===== config.mk =====
export PLATFORM = sky130hd
export DESIGN_NAME = a5_1_stream_decipher_flat
export DESIGN_NICKNAME = d
export VERILOG_FILES = /design/src/rtl/a5_1_stream_decipher_if.sv /design/src/rtl/a5_1_stream_decipher.sv /design/src/flat_wrapper.sv
export SDC_FILE = /design/constraint.sdc
export NUM_CORES = 1
export LEC_CHECK = 0
export BUFFER_PORTS_ARGS = -buffer_cell sky130_fd_sc_hd__buf_2
export CAP_MARGIN = 0
export CORE_MARGIN = 4
export CORE_UTILIZATION = 35
export CTS_CLUSTER_SIZE = 14
export DETAILED_ROUTE_END_ITERATION = 10
export PLACE_DENSITY = 0.55
export SYNTH_ARGS = -nofsm -noshare
export SYNTH_HDL_FRONTEND = slang
export SYNTH_SLANG_ARGS = --single-unit

===== constraint.sdc =====
create_clock -name clk -period 2.8 [get_ports clk]
set_input_delay 0.14 -clock clk [delete_from_list [all_inputs] [get_ports clk]]
set_output_delay 0.14 -clock clk [all_outputs]
set_load 0.005 [all_outputs]

===== src/rtl/a5_1_stream_decipher_if.sv =====
// Byte-stream bundle for the A5/1 stream decipher: ciphertext in, plaintext out.
// The master side produces ciphertext and consumes plaintext; the slave is the decipher.
interface a5_1_stream_decipher_if;
    logic       in_valid;
    logic       in_ready;
    logic [7:0] in_data;
    logic       out_valid;
    logic       out_ready;
    logic [7:0] out_data;

    modport master (
        output in_valid,
        output in_data,
        output out_ready,
        input  in_ready,
        input  out_valid,
        input  out_data
    );

    modport slave (
        input  in_valid,
        input  in_data,
        input  out_ready,
        output in_ready,
        output out_valid,
        output out_data
    );
endinterface


===== src/rtl/a5_1_stream_decipher.sv =====
// A5/1 stream decipher: regenerates the keystream from key/frame and XORs it
// onto incoming ciphertext bytes, one byte per valid/ready transfer.
// A frame is: 64 key-loading steps, 22 frame-loading steps, MIX_CYCLES
// discarded majority steps, then FRAME_BYTES keystream bytes (MSB first).
module a5_1_stream_decipher #(
    parameter int FRAME_BYTES = 28,
    parameter int MIX_CYCLES  = 100
) (
    input  logic                    clk,
    input  logic                    rst_n,
    input  logic                    start,
    input  logic [63:0]             key,
    input  logic [21:0]             frame,
    a5_1_stream_decipher_if.slave   bus,
    output logic                    busy,
    output logic                    done
);

    localparam int CW = $clog2(((MIX_CYCLES > 64) ? MIX_CYCLES : 64) + 1);
    localparam int BW = $clog2(FRAME_BYTES + 1);

    typedef enum logic [2:0] {
        IDLE,
        LOAD_KEY,
        LOAD_FRAME,
        MIX,
        RUN,
        DONE
    } state_t;

    state_t          state;
    state_t          state_nxt;

    logic [18:0]     r1;
    logic [21:0]     r2;
    logic [22:0]     r3;
    logic [63:0]     key_sh;
    logic [21:0]     frame_sh;
    logic [CW-1:0]   step_cnt;

    logic [BW-1:0]   byte_cnt;
    logic [2:0]      bit_cnt;
    logic [7:0]      ks_byte;
    logic            ks_full;
    logic            out_valid_q;
    logic [7:0]      out_data_q;
    logic            in_ready_c;

    logic            start_ok;
    logic            phase_end;
    logic            xfer;
    logic            out_accept;
    logic            frame_end;
    logic            loading;
    logic            gen;
    logic            stepping;
    logic            load_bit;
    logic            maj;
    logic            ks_bit;
    logic            step1;
    logic            step2;
    logic            step3;
    logic            fb1;
    logic            fb2;
    logic            fb3;

    assign bus.in_ready  = in_ready_c;
    assign bus.out_valid = out_valid_q;
    assign bus.out_data  = out_data_q;

    // Handshake and phase-boundary qualifiers shared by the FSM and datapath
    always_comb begin
        start_ok   = start && ((state == IDLE) || (state == DONE));
        xfer       = bus.in_valid && in_ready_c;
        out_accept = out_valid_q && bus.out_ready;
        frame_end  = (state == RUN) && (byte_cnt == BW'(FRAME_BYTES)) && out_accept;
        phase_end  = 1'b0;
        case (state)
            LOAD_KEY:   phase_end = (step_cnt == CW'(63));
            LOAD_FRAME: phase_end = (step_cnt == CW'(21));
            MIX:        phase_end = (step_cnt == CW'(MIX_CYCLES - 1));
            default:    phase_end = 1'b0;
        endcase
    end

    // State register
    always_ff @(posedge clk or negedge rst_n) begin
        if (!rst_n) begin
            state <= IDLE;
        end else begin
            state <= state_nxt;
        end
    end

    // Next-state logic: loading phases are counted, RUN ends when the last byte leaves
    always_comb begin
        state_nxt = state;
        case (state)
            IDLE:       if (start_ok)  state_nxt = LOAD_KEY;
            LOAD_KEY:   if (phase_end) state_nxt = LOAD_FRAME;
            LOAD_FRAME: if (phase_end) state_nxt = MIX;
            MIX:        if (phase_end) state_nxt = RUN;
            RUN:        if (frame_end) state_nxt = DONE;
            DONE:       if (start_ok)  state_nxt = LOAD_KEY;
            default:    state_nxt = IDLE;
        endcase
    end

    // FSM outputs: busy covers the whole frame, in_ready needs a full keystream byte and room downstream
    always_comb begin
        busy       = (state == LOAD_KEY) || (state == LOAD_FRAME) ||
                     (state == MIX) || (state == RUN);
        in_ready_c = (state == RUN) && ks_full && (!out_valid_q || bus.out_ready);
    end

    // Step control: loading clocks every register, otherwise majority clocking applies
    always_comb begin
        loading  = (state == LOAD_KEY) || (state == LOAD_FRAME);
        gen      = (state == RUN) && !ks_full && (byte_cnt < BW'(FRAME_BYTES));
        stepping = loading || (state == MIX) || gen;
        load_bit = 1'b0;
        if (state == LOAD_KEY) begin
            load_bit = key_sh[0];
        end else if (state == LOAD_FRAME) begin
            load_bit = frame_sh[0];
        end
        maj    = (r1[8] & r2[10]) | (r1[8] & r3[10]) | (r2[10] & r3[10]);
        step1  = loading || (r1[8]  == maj);
        step2  = loading || (r2[10] == maj);
        step3  = loading || (r3[10] == maj);
        fb1    = r1[13] ^ r1[16] ^ r1[17] ^ r1[18] ^ load_bit;
        fb2    = r2[20] ^ r2[21] ^ load_bit;
        fb3    = r3[7] ^ r3[20] ^ r3[21] ^ r3[22] ^ load_bit;
        ks_bit = r1[18] ^ r2[21] ^ r3[22];
    end

    // LFSRs, key/frame shifters and the phase step counter
    always_ff @(posedge clk or negedge rst_n) begin
        if (!rst_n) begin
            r1       <= '0;
            r2       <= '0;
            r3       <= '0;
            key_sh   <= '0;
            frame_sh <= '0;
            step_cnt <= '0;
        end else if (start_ok) begin
            r1       <= '0;
            r2       <= '0;
            r3       <= '0;
            key_sh   <= key;
            frame_sh <= frame;
            step_cnt <= '0;
        end else begin
            if (stepping) begin
                if (step1) r1 <= {r1[17:0], fb1};
                if (step2) r2 <= {r2[20:0], fb2};
                if (step3) r3 <= {r3[21:0], fb3};
            end
            if (state == LOAD_KEY) begin
                key_sh <= {1'b0, key_sh[63:1]};
            end
            if (state == LOAD_FRAME) begin
                frame_sh <= {1'b0, frame_sh[21:1]};
            end
            if (loading || (state == MIX)) begin
                step_cnt <= phase_end ? '0 : step_cnt + CW'(1);
            end
        end
    end

    // Keystream byte assembly, byte transfer and the plaintext output register
    always_ff @(posedge clk or negedge rst_n) begin
        if (!rst_n) begin
            byte_cnt    <= '0;
            bit_cnt     <= '0;
            ks_byte     <= '0;
            ks_full     <= 1'b0;
            out_valid_q <= 1'b0;
            out_data_q  <= '0;
            done        <= 1'b0;
        end else begin
            done <= frame_end;
            if (start_ok) begin
                byte_cnt    <= '0;
                bit_cnt     <= '0;
                ks_byte     <= '0;
                ks_full     <= 1'b0;
                out_valid_q <= 1'b0;
            end else begin
                if (gen) begin
                    ks_byte <= {ks_byte[6:0], ks_bit};
                    bit_cnt <= bit_cnt + 3'd1;
                    if (bit_cnt == 3'd7) begin
                        ks_full <= 1'b1;
                    end
                end
                if (xfer) begin
                    out_data_q  <= bus.in_data ^ ks_byte;
                    out_valid_q <= 1'b1;
                    ks_full     <= 1'b0;
                    byte_cnt    <= byte_cnt + BW'(1);
                end else if (out_accept) begin
                    out_valid_q <= 1'b0;
                end
            end
        end
    end

endmodule

===== src/flat_wrapper.sv =====
// flat-port wrapper written by rule: the top's interface ports become plain ports
module a5_1_stream_decipher_flat 
#(
    parameter int FRAME_BYTES = 28,
    parameter int MIX_CYCLES  = 100
)
  (clk, rst_n, start, key, frame, busy, done, bus_in_valid, bus_in_data, bus_out_ready, bus_in_ready, bus_out_valid, bus_out_data);
  a5_1_stream_decipher_if bus_i ();
  input  logic clk;
  input  logic rst_n;
  input  logic start;
  input  logic [63:0] key;
  input  logic [21:0] frame;
  output logic busy;
  output logic done;
  input wire logic [$bits(bus_i.in_valid)-1:0] bus_in_valid;
  input wire logic [$bits(bus_i.in_data)-1:0] bus_in_data;
  input wire logic [$bits(bus_i.out_ready)-1:0] bus_out_ready;
  output wire logic [$bits(bus_i.in_ready)-1:0] bus_in_ready;
  output wire logic [$bits(bus_i.out_valid)-1:0] bus_out_valid;
  output wire logic [$bits(bus_i.out_data)-1:0] bus_out_data;
  assign bus_i.in_valid = bus_in_valid;
  assign bus_i.in_data = bus_in_data;
  assign bus_i.out_ready = bus_out_ready;
  assign bus_in_ready = bus_i.in_ready;
  assign bus_out_valid = bus_i.out_valid;
  assign bus_out_data = bus_i.out_data;
  a5_1_stream_decipher #(.FRAME_BYTES(FRAME_BYTES), .MIX_CYCLES(MIX_CYCLES)) u_core (.clk(clk), .rst_n(rst_n), .start(start), .key(key), .frame(frame), .bus(bus_i), .busy(busy), .done(done));
endmodule

==> results.py <==
metrics = {
    "outcome": {
        "outcome": "completed",
    },
    "sta": {
        "finalCritPeriodShare": 0.890,
        "setup_tns_ns": 0,
        "maxSlewViolCount": 0,
        "tightest_slew_ns": 1.18,
        "hold_viol": 0,
        "max_freq_mhz": 401,
        "skew_ns": 0.00767,
        "fin_crit_ns": 2.49,
        "rsz0062_at_grt": "false",
        "setup_viol": 0,
        "slew_headroom": 0.214,
    },
    "drt": {
        "drt_iter0_drc": 435,
        "wirelength_mm": 18.1,
        "drtPass1Iterations": 4,
        "via_per_inst": 4.62,
        "num_vias": 6349,
        "ant_nets": 0,
        "wl_per_cell_um": 13.2,
        "drc": 0,
    },
    "synth": {
        "synth_top_family_by_area": "simple AND/OR/NAND/NOR gates",
        "synth_compound_area_frac": 0.116,
        "synth-adder-area-share": 0.00738,
        "synth_edf_count": 0,
        "seq_area_frac_synth": 0.552,
        "synth_seq_cells": 187,
        "ys.flop_type": "dfrtp_1",
        "syn_area_um2": 8480,
        "synthCells": 855,
        "synthesis.nets": 959,
        "synth-simple-area-share": 0.148,
        "synth.area.mux_share": 0.113,
        "yosys_warnings": 0,
        "async_flop_share": 1.00,
        "synth.distinct_cells": 47,
        "synth_xor_area_frac": 0.0310,
        "avgSynthCellArea_um2": 9.92,
    },
    "flow_run": {
        "max_cap_viol_count": 0,
    },
    "clocking": {
        "cts-root-buf": "clkbuf_16",
        "clockBufferDepth": 2,
        "postCtsHoldBufs": 94,
        "cts_tree": "yes",
        "cts_buffers": 17,
        "post-cts-setup-buffers": 0,
        "cts_resized": 0,
        "clk_pin_slew_ns": 0.07,
        "ctsHtreeMaxLevel": 4,
        "cts.sinks": 187,
        "clkLatencyLatePin_ns": 0.42,
    },
    "setup_path": {
        "reg2reg_slack_ns": 0.31,
        "crit_family": "compound AO/OA/AOI/OAI gates",
        "worstSetupPathType": "reg -> reg",
        "worst_setup_path_start_kind": "register",
        "required_ns": 3.10,
        "cp_cell_sequence": "nor3_1 -> a221oi_1 -> o32ai_4 -> buf_4 -> nand2_1 -> o21ai_0",
        "worst-path-buf-inv": 1,
        "endpoint": "u_core.r2[20]$_DFFE_PN0P_",
        "slowest_delay_ns": 0.81,
        "r2r_cells": 6,
        "regToRegEndpoint": "u_core.r2[20]$_DFFE_PN0P_",
        "arrival_ns": 2.79,
        "r2r_start": "u_core.state[1]$_DFFE_PN0P_",
        "cp.depth": 6,
        "end_kind": "register",
        "crit_start": "u_core.state[1]$_DFFE_PN0P_",
        "slowest_stage": "a221oi_1",
        "path_max_fanout": 27,
    },
    "die": {
        "initial_core_util": 0.358,
        "rows": 56,
        "die_area_um2": 26800,
        "die_x_um": 164,
        "fp.coreArea_um2": 23700,
        "ios": 111,
        "fp.dieH_um": 164,
    },
    "global_route": {
        "grt_max_degree": 81,
        "grt_overflow": 0,
        "grt_pass1_wl_mm": 30.5,
        "antenna_found_initial": 0,
        "track_usage": 0.137,
        "grt_pass1_vias": 6308,
    },
    "final_layout": {
        "antenna_cells": 0,
        "mostFrequentLayoutCell": "nand2_1",
        "final_cells": 1373,
        "fin_nets": 1145,
        "multi_input_area_um2": 3590,
        "drive_gt1_frac": 0.166,
        "nFillCells": 2254,
        "area_delta_synth_final_pct": 29.5,
        "final-seq-area_um2": 4680,
        "layout_common_cells": "nand2_1, dfrtp_1, buf_2",
        "final_core_util": 0.464,
    },
    "hold_path": {
        "min_path_cells": 3,
        "hold_path_class": "in -> reg",
    },
    "placed_design": {
        "hpwl_mm": 11.2,
        "gp_congestion": 0.749,
        "io_buffers": 110,
        "dp_cells": 1247,
    },
    "power_and_ir_drop": {
        "peakVddDrop_mv": 0.426,
        "p_sw_frac": 0.298,
        "netSwitchingPower_w": 0.00256,
        "p_seq_frac": 0.511,
        "p_int_w": 0.00603,
        "leakagePower_nw": 5.17,
        "clockPowerShare": 0.288,
        "cellPowerDensity_nw_per_um2": 782,
        "comb_power_share": 0.201,
    },
}
## power groups by stage
stage	Sequential (W)	Clock (W)	Combinational, W
floorplan	0.00426	0	0.00123
global placement	0.00442	0	0.00161
detailed placement	0.00443	0	0.00167
CTS	0.00439	0.00255	0.00177
global route	0.00454	0.00266	0.00203
finish	0.00439	0.00247	0.00173
## stage by stage
step	hold slack, ns	instance area (µm²)	total power [W]	setup slack, ns
3_3_place_gp	0.170	9430	0.00603	0.298
5_1_grt	0.00282	11000	0.00923	0.0715
4_1_cts	0.000247	11000	0.00871	0.272
3_5_place_dp	0.172	9430	0.00610	0.293
6_report	0.0160	11000	0.00859	0.307
2_1_floorplan	-0.156	8480	0.00549	0.954
## worst reg2reg max path, stage by stage (launching register included)
cell and delay (ns):
dfrtp_1 0.51, nor3_1 0.12, a221oi_1 0.81, o32ai_4 0.45, buf_4 0.33, nand2_1 0.07, o21ai_0 0.08
## routing by layer
| layer | up-vias | routed length (µm) | track usage |
|---|---|---|---|
| met5 | - | 0 | 0 |
| met4 | 0 | 211 | 0.0366 |
| met3 | 16 | 625 | 0.0293 |
| met2 | 88 | 8400 | 0.217 |
| met1 | 2984 | 8870 | 0.193 |
| li1 | 3261 | - | - |
## sequential cells by signal, summed over array words and instances (netlist names)
name                  count
u_core.key_sh            64
u_core.r3                23
u_core.frame_sh          22
u_core.r2                22
u_core.r1                19
u_core.bus.out_data       8
u_core.ks_byte            8
u_core.step_cnt           7
u_core.byte_cnt           5
u_core.bit_cnt            3
u_core.state              3
u_core.bus.out_valid      1
u_core.done               1
u_core.ks_full            1
## how the worst min path moves through the flow
| stage | startpoint | endpoint | slack, ns |
|---|---|---|---|
| global route | bus_in_data[5] | u_core.bus.out_data[5]$_DFFE_PN0P_ | 0.003 |
| floorplan | rst_n | u_core.bit_cnt[0]$_DFFE_PN0P_ | -0.16 |
| detailed placement | rst_n | u_core.key_sh[19]$_DFFE_PN0P_ | 0.17 |
| finish | bus_in_data[5] | u_core.bus.out_data[5]$_DFFE_PN0P_ | 0.02 |
| global placement | rst_n | u_core.key_sh[19]$_DFFE_PN0P_ | 0.17 |
| CTS | bus_in_data[5] | u_core.bus.out_data[5]$_DFFE_PN0P_ | 0.0002 |
## area by class of cell
type | instances | share of cell area
sequential | 187 | 0.426
multi-input combinational | 609 | 0.327
timing repair buffer | 224 | 0.155
clock buffer | 17 | 0.0387
tap | 319 | 0.0364
clock inverter | 15 | 0.0165
inverter | 2 | 0.000684
## synth_stat cells, drive strengths merged, types with 2 or more instances
cell | instances | share of area
a221o | 2 | 0.0024
xnor2 | 20 | 0.021
clkbuf | 24 | 0.011
nand4 | 2 | 0.0015
o21ai | 160 | 0.094
inv | 2 | 0.00089
nor2 | 24 | 0.011
buf | 33 | 0.021
nor3 | 6 | 0.0049
nand3 | 4 | 0.0024
xor2 | 10 | 0.010
o32ai | 3 | 0.0049
nor2b | 5 | 0.0037
and3 | 4 | 0.0030
nand2 | 230 | 0.10
ha | 5 | 0.0074
nand3b | 3 | 0.0027
dfrtp | 187 | 0.55
or2 | 2 | 0.0015
o31ai | 4 | 0.0035
mux2i | 95 | 0.11
nand2b | 5 | 0.0037
nor3b | 5 | 0.0050
a21oi | 4 | 0.0024
## logic make-up after synthesis
kind of cell	Yosys count
DFF	187
adders and majority gates	5
xor gates and xnor gates	30
muxes	96
and+or+nand+nor	297
AOI/OAI and AO/OA	181
buffers and inverters	59
Note: power is estimated with default switching activity, not from simulation.
